--- src/rtl/mem_seq_pkg.sv ---
// Shared types for the vector memory sequencer: FSM states, element index
// and the captured request descriptor.
package mem_seq_pkg;

  localparam int unsigned VEC_ELEMS = 20;  // elements per vector
  localparam int unsigned ELEM_W    = 8;   // element width == memory data width
  localparam int unsigned ADDR_W    = 32;  // byte address width

  typedef enum logic [2:0] {
    IDLE    = 3'd0,
    WR      = 3'd1,
    RD      = 3'd2,
    RD_TAIL = 3'd3,
    DONE    = 3'd4
  } state_e;

  // Must count 0..VEC_ELEMS inclusive: loads run the index one past the last
  // element so the tail capture can reuse the idx-1 slot selection.
  typedef logic [$clog2(VEC_ELEMS+1)-1:0] idx_t;

  typedef struct packed {
    logic              write;
    logic              vector;
    logic [ADDR_W-1:0] addr;
  } req_t;

endpackage

--- src/rtl/vector_mem_sequencer.sv ---
// Serialises scalar and vector load/store requests onto a single byte-wide
// memory port. Vectors become I consecutive byte accesses starting at the
// base address (wrapping modulo 2^A); scalars become one access.
// Element k of a vector bus occupies bits [k*L +: L].
module vector_mem_sequencer
  import mem_seq_pkg::*;
#(
  parameter int unsigned I = VEC_ELEMS,
  parameter int unsigned L = ELEM_W,
  parameter int unsigned A = ADDR_W
) (
  input  logic           clk,
  input  logic           rst,
  input  logic           req_valid,
  output logic           req_ready,
  input  logic           req_write,
  input  logic           req_vector,
  input  logic [A-1:0]   req_addr,
  input  logic [I*L-1:0] req_wdata_vec,
  input  logic [L-1:0]   req_wdata_sca,
  output logic           resp_valid,
  output logic [I*L-1:0] resp_rdata_vec,
  output logic [L-1:0]   resp_rdata_sca,
  output logic           busy,
  output logic [A-1:0]   mem_addr,
  output logic [L-1:0]   mem_wdata,
  output logic           mem_wren,
  input  logic [L-1:0]   mem_rdata
);

  state_e         state_q, state_d;
  idx_t           idx_q, idx_d;
  idx_t           last_idx;
  idx_t           rd_elem;
  req_t           req_q;
  logic [I*L-1:0] wdata_q;
  logic [I*L-1:0] rdata_q;
  logic           accept;
  logic           capture;

  assign accept   = (state_q == IDLE) && req_valid;
  assign last_idx = req_q.vector ? idx_t'(I - 1) : '0;

  // Read data lags the issued address by one cycle, so the slot being filled
  // is always one behind the index; RD_TAIL collects the final element.
  assign capture = ((state_q == RD) && (idx_q != '0)) || (state_q == RD_TAIL);
  assign rd_elem = idx_q - 1'b1;

  // Next-state and index sequencing.
  always_comb begin
    // NOTE: every output of this block gets a default first so no path
    // leaves it unassigned, which would otherwise infer a latch.
    state_d = state_q;
    idx_d   = idx_q;
    case (state_q)
      IDLE: begin
        if (req_valid) begin
          state_d = req_write ? WR : RD;
          idx_d   = '0;
        end
      end
      WR: begin
        idx_d = idx_q + 1'b1;
        if (idx_q == last_idx) state_d = DONE;
      end
      RD: begin
        idx_d = idx_q + 1'b1;
        if (idx_q == last_idx) state_d = RD_TAIL;
      end
      RD_TAIL: state_d = DONE;
      DONE: begin
        state_d = IDLE;
        idx_d   = '0;
      end
      default: state_d = IDLE;
    endcase
  end

  // FSM state and element index registers.
  always_ff @(posedge clk or negedge rst) begin
    // NOTE: sequential state uses non-blocking assignments so every flop
    // samples pre-edge values regardless of block evaluation order.
    if (!rst) begin
      state_q <= IDLE;
      idx_q   <= '0;
    end else begin
      state_q <= state_d;
      idx_q   <= idx_d;
    end
  end

  // Request capture on acceptance; a scalar store parks its byte in slot 0
  // so the WR datapath is identical for both request kinds.
  always_ff @(posedge clk or negedge rst) begin
    if (!rst) begin
      req_q   <= '0;
      wdata_q <= '0;
    end else if (accept) begin
      req_q.write  <= req_write;
      req_q.vector <= req_vector;
      req_q.addr   <= req_addr;
      wdata_q      <= req_vector ? req_wdata_vec
                                 : {{((I-1)*L){1'b0}}, req_wdata_sca};
    end
  end

  // Load result register file, one byte slot per element.
  always_ff @(posedge clk or negedge rst) begin
    // NOTE: the result file is reset even though it is storage: a reset
    // mid-load must discard partial results, and the outputs read zero after
    // reset rather than stale data.
    if (!rst) begin
      rdata_q <= '0;
    end else if (capture) begin
      rdata_q[rd_elem*L +: L] <= mem_rdata;
    end
  end

  // Memory port drive: quiet (all zero) outside the issuing states.
  always_comb begin
    mem_wren  = 1'b0;
    mem_addr  = '0;
    mem_wdata = '0;
    case (state_q)
      WR: begin
        // Gated by the captured write flag so a load can never strobe a store.
        mem_wren  = req_q.write;
        mem_addr  = req_q.addr + A'(idx_q);
        mem_wdata = wdata_q[idx_q*L +: L];
      end
      RD: begin
        mem_addr = req_q.addr + A'(idx_q);
      end
      default: ;
    endcase
  end

  assign req_ready      = (state_q == IDLE);
  assign busy           = (state_q != IDLE);
  assign resp_valid     = (state_q == DONE);
  assign resp_rdata_vec = rdata_q;
  assign resp_rdata_sca = rdata_q[L-1:0];

endmodule

--- config.mk ---
export PLATFORM = sky130hd
export DESIGN_NAME = vector_mem_sequencer
export DESIGN_NICKNAME = d
export VERILOG_FILES = /design/src/rtl/mem_seq_pkg.sv /design/src/rtl/vector_mem_sequencer.sv
export SDC_FILE = /design/constraint.sdc
export NUM_CORES = 1
export LEC_CHECK = 0
export CORE_MARGIN = 2
export CORE_UTILIZATION = 54
export DETAILED_ROUTE_END_ITERATION = 7
export GPL_TIMING_DRIVEN = 1
export PLACE_DENSITY = 0.86
export SLEW_MARGIN = 40
export SYNTH_ARGS = -nofsm -noshare
export SYNTH_HDL_FRONTEND = slang
export SYNTH_SLANG_ARGS = --single-unit
--- constraint.sdc ---
create_clock -name clk -period 7.3 [get_ports clk]
set_input_delay 2.19 -clock clk [delete_from_list [all_inputs] [get_ports clk]]
set_output_delay 2.19 -clock clk [all_outputs]
set_load 0.01 [all_outputs]
Word-level counts from Yosys, hierarchy flattened. Cells that the tools add are included. W data, S select, Z words.

Bits in registers: 362. Bits of input ports: 213. Output and inout bits: 212. Logic and storage cells: 45.

Add/subtract/negate cells: 4. Eq/ne operators: 8. Shift-type cells: 3. Mux-type cells: 13. Reduce and logical (&&, ||, !) cells: 10.

Operators with widths (number): $bwmux W160 (1); $mux W160 (1); $shift A8 B34 Y160 const A (1); $shiftx A160 B9 Y8 (1); $shiftx A8 B34 Y160 (1); $neg A8 Y34 (1); $add A32 B5 Y32 (1); $mux W32 (1); $pmux W5 S3 (1); $pmux W3 S4 (1); $mux W5 (2); $mux W3 (3); $mux W8 (1); $eq A3 B2 Y1 const B (2); $reduce_bool A3 Y1 (2); $add A5 B1 Y5 const B (1); $eq A5 B5 Y1 (1); $reduce_bool A5 Y1 (1); $sub A5 B1 Y5 const B (1); $ne A2 B2 Y1 const B (2); $eq A3 B1 Y1 const B (1); $eq A3 B3 Y1 const B (1); $logic_not A3 Y1 (1); $reduce_and A3 Y1 (1); 7 further kinds (8).

Longest topological paths before layout.
Word-level depth: 4. Mapped depth: 15. Depth with buffers taken out: 11.

Worst setup path before layout. Ideal clock, no wire load.

Path type: reg2out. Start: register idx_q[1]. End: output port mem_addr[11]. Arrival time: 2311 ps. Required time: 5110 ps. Setup slack: 2799 ps. Stages on the path, launching flop included: 9. Cells stage by stage: dfrtp_1 -> ha_1 -> a211oi_1 -> o21bai_1 -> a21oi_1 -> clkbuf_1 -> clkbuf_1 -> o21ai_0 -> a21oi_1.

Word-level cells in the longest chain between the ends: 2.

RTL lines: start: declaration (line vector_mem_sequencer.sv:32) `idx_t idx_q, idx_d;`; start signal: assignment (line vector_mem_sequencer.sv:88) `idx_q <= idx_d;`; $add A32 B5 Y32 (line vector_mem_sequencer.sv:128, vector_mem_sequencer.sv:132); $mux W32; end: declaration (line vector_mem_sequencer.sv:25) `output logic [A-1:0] mem_addr,`.

No other way between the ends.

Worst setup path in the final report.
Start: register idx_q[0]. End: output port mem_addr[28].

The elaborated chain is that of the path after synthesis.

==> results.tsv <==
stage	metric	value	unit
synth	syn_area	17300	sq um
timing	whs	0.475	ns
die	die_w	183	um
die	ioPinCount	425	
global_routing	grt_pass1_vias	14172	
timing	fin_tns_setup	0	ns
critical_path	crit_required	5.11	ns
timing	tightestPinTransition	0.867	ns
critical_path	endpoint_kind	output port	
critical_path	worst-path-max-fanout	36	
die	start_util	54.8	%
timing	slew_headroom	42.2	%
detailed_routing	drt-pass1-iter-count	8	
timing	post-route-min-period	5.95	ns
layout	synthToLayoutAreaGrowth	33.3	%
timing	max_freq	168	MHz
clock_tree	cts_resized	0	
clock_tree	cts_tree	yes	
clock_tree	hold_buffers	0	
clock_tree	worstSkewPairLatency	0.53	ns
synth	ys_seq_area_share	52.5	%
place	place.port_buffers	424	
synth	synthesis.nets	1834	
timing	rsz0062_at_grt	false	
clock_tree	clockBufferDepth	3	
die	dieHeight	183	um
pwr	p_per_area	402	nW/um^2
timing	hold_viol_final	0	
critical_path	cp.arrival	3.76	ns
layout	nNetsFinal	2204	
detailed_routing	drcViolationCount	0	
synth	yosysUniqueCellTypes	60	
global_routing	grt_pass1_wl	79.3	mm
clock_tree	htreeDepth	2	
status	status	finished, final reports clean	
timing	fin_skew	0.0125	ns
pwr	netSwitchingFraction	38.2	%
flow_run	maxCapViolCount	0	
die	core	31500	sq um
detailed_routing	drt-vias-per-instance	5.81	
detailed_routing	wl_per_cell	21.3	um
clock_tree	cts_made_buffers	38	
synth	ys.flop_type	dfrtp_1	
pwr	p_clk_share	21.1	%
pwr	peakVddDrop	0.291	mV
pwr	pwr-share-comb	42.5	%
clock_tree	clock-sinks	362	
min_path	hold_path_class	reg2reg	
synth	synth_warnings	0	
die	die_area	33400	sq um
synth	yosys_register_bits	362	
pwr	p_int	5710	uW
timing	finalCritPeriodShare	81.5	%
pwr	p_seq_share	36.4	%
detailed_routing	drt-initial-drc-count	1123	
die	rows	65	
critical_path	crit_path_start_kind	register	
synth	synth-async-reset-ratio	100	%
global_routing	antenna_found_initial	5	
global_routing	grt_remaining_overflow	0	
place	dpl.hpwl	37.5	mm
detailed_routing	antenna_left	0	
global_routing	track_usage	30.8	%
timing	slew_violations	0	
clock_tree	cts_root_buf	clkbuf_16	
synth	avgSynthCellArea	10.7	sq um
layout	drive_gt1_share	15.9	%
pwr	power.leakage	0.0101	uW
timing	setup_viol_count_final	0	
pwr	netSwitchingPower	3530	uW
synth	syn_inst	1608	
synth	synth_edf_count	0	
clock_tree	clk_pin_slew	0.06	ns
critical_path	critPathKind	reg2out	
clock_tree	post-cts-setup-buffers	0	
place	gp_congestion	0.920	
detailed_routing	num_vias	14003	
global_routing	grt_max_degree	216	
pwr	total_power	9240	uW
detailed_routing	wirelength	51.3	mm
[metal layers]
metal | track usage [%] | part of all wire [%] | vias to the layer above
met2 | 53.1 | 50 | 710
li1 | - | - | 6326
met5 | 0 | 0.023 | -
met1 | 37.6 | 38 | 6789
met4 | 14.7 | 5.0 | 2
met3 | 5.96 | 7.4 | 176
[worst paths after layout]
path	start	to	slack [ns]	cells past startpoint
setup / recovery	idx_q[0]$_DFFE_PN0P_	mem_addr[28]	1.35	8
hold / removal	wdata_q[145]$_DFFE_PN0P_	wdata_q[145]$_DFFE_PN0P_	0.48	2
setup reg to reg	idx_q[0]$_DFFE_PN0P_	resp_rdata_vec[123]$_DFFE_PN0P_	2.48	14
hold reg to reg	wdata_q[145]$_DFFE_PN0P_	wdata_q[145]$_DFFE_PN0P_	0.48	2
max in group asynchronous	rst	wdata_q[98]$_DFFE_PN0P_	4.22	3
min in group asynchronous	rst	req_q[9]$_DFFE_PN0P_	1.59	1
[power by group through the flow]
stage / registers (uW) / logic, uW / clock network, uW
after floorplan: 3180 / 2410 / 0
after global placement: 3320 / 3740 / 0
after detailed placement: 3370 / 3900 / 0
after CTS: 3340 / 3940 / 1970
after global routing: 3440 / 4260 / 2050
final: 3360 / 3930 / 1950
[cell usage in the layout (no fill, tap or decap), types with 9 or more instances in the layout]
cell,instances
a21oi_1,17
and2_1,35
buf_4,12
clkbuf_16,38
clkdlybuf4s50_1,422
clkinv_2,9
dfrtp_1,359
ha_1,12
inv_1,9
mux2_2,155
mux2i_1,24
mux4_2,40
nand2_1,394
nand3_1,12
nand4_1,11
nor2_1,56
nor3_1,13
o21ai_0,195
o31ai_1,24
or3_1,13
or4_1,10
xor2_1,14
[critical path, cell delays in order (launching register included)]
cell	delay, ns
dfrtp_4	0.70
ha_1	0.34
fa_1	0.43
a211oi_1	0.38
o21bai_1	0.35
nand4_1	0.20
xnor2_1	0.12
and2_1	0.16
clkdlybuf4s50_1	0.54
[area by class of cell]
type | count | area [sq um]
Sequential cell | 362 | 9060
Fill cell | 2121 | 8470
Multi-Input combinational cell | 1125 | 7720
Timing Repair Buffer | 442 | 4420
Clock buffer | 52 | 1080
Tap cell | 402 | 503
Clock inverter | 16 | 176
Inverter | 9 | 33.8
Antenna cell | 4 | 10.0
[logic make-up after synthesis]
family                   count (synthesis)  share of synthesized area, %
buffers and inverters                  121                          3.11
adder cells (fa/ha/maj)                 13                         0.986
AO/OA/AOI/OAI                          276                          9.32
XOR/XNOR                                22                          1.24
multiplexers                           227                          17.4
flip-flops                             362                          52.5
AND/OR/NAND/NOR                        587                          15.4
[state kept, by name, summed over array words and instances, names as in the netlist]
signal,cells
req_q,34
state_q,3
wdata_q,160
resp_rdata_vec,160
idx_q,5
[synth_stat cells, drive strengths merged, types with 5 or more instances]
cell    number  area [sq um]
buf         31           196
nand4       18           156
mux4        40           901
xnor2        7          68.8
a41o         8          80.1
or3         13          81.3
and3         7          43.8
clkbuf      81           307
xor2        14           123
nor2        59           221
o31ai       24           180
nand2      395          1480
and2        35           219
nor4         5          52.6
ha          12           150
or4         10          75.1
a21oi       17          85.1
mux2       163          1870
nor3        18           140
a211oi       8          82.6
o22ai        8          50.1
mux2i       24           240
dfrtp      362          9060
inv          9          33.8
nand3       12          60.1
o21ai      195           976
[stage by stage]
stage               setup WS [ns]  utilization (%)  instances  cell area, sq um
global route                 1.07             73.1       2412             23000
global placement             2.00             68.7       2333             21600
detailed placement           1.89             69.0       2340             21700
finish                       1.35             73.1       2412             23000
floorplan                    2.80                -       1608             17300
CTS                          1.32             73.0       2408             23000
No activity file was read; power rests on OpenSTA's default activity.
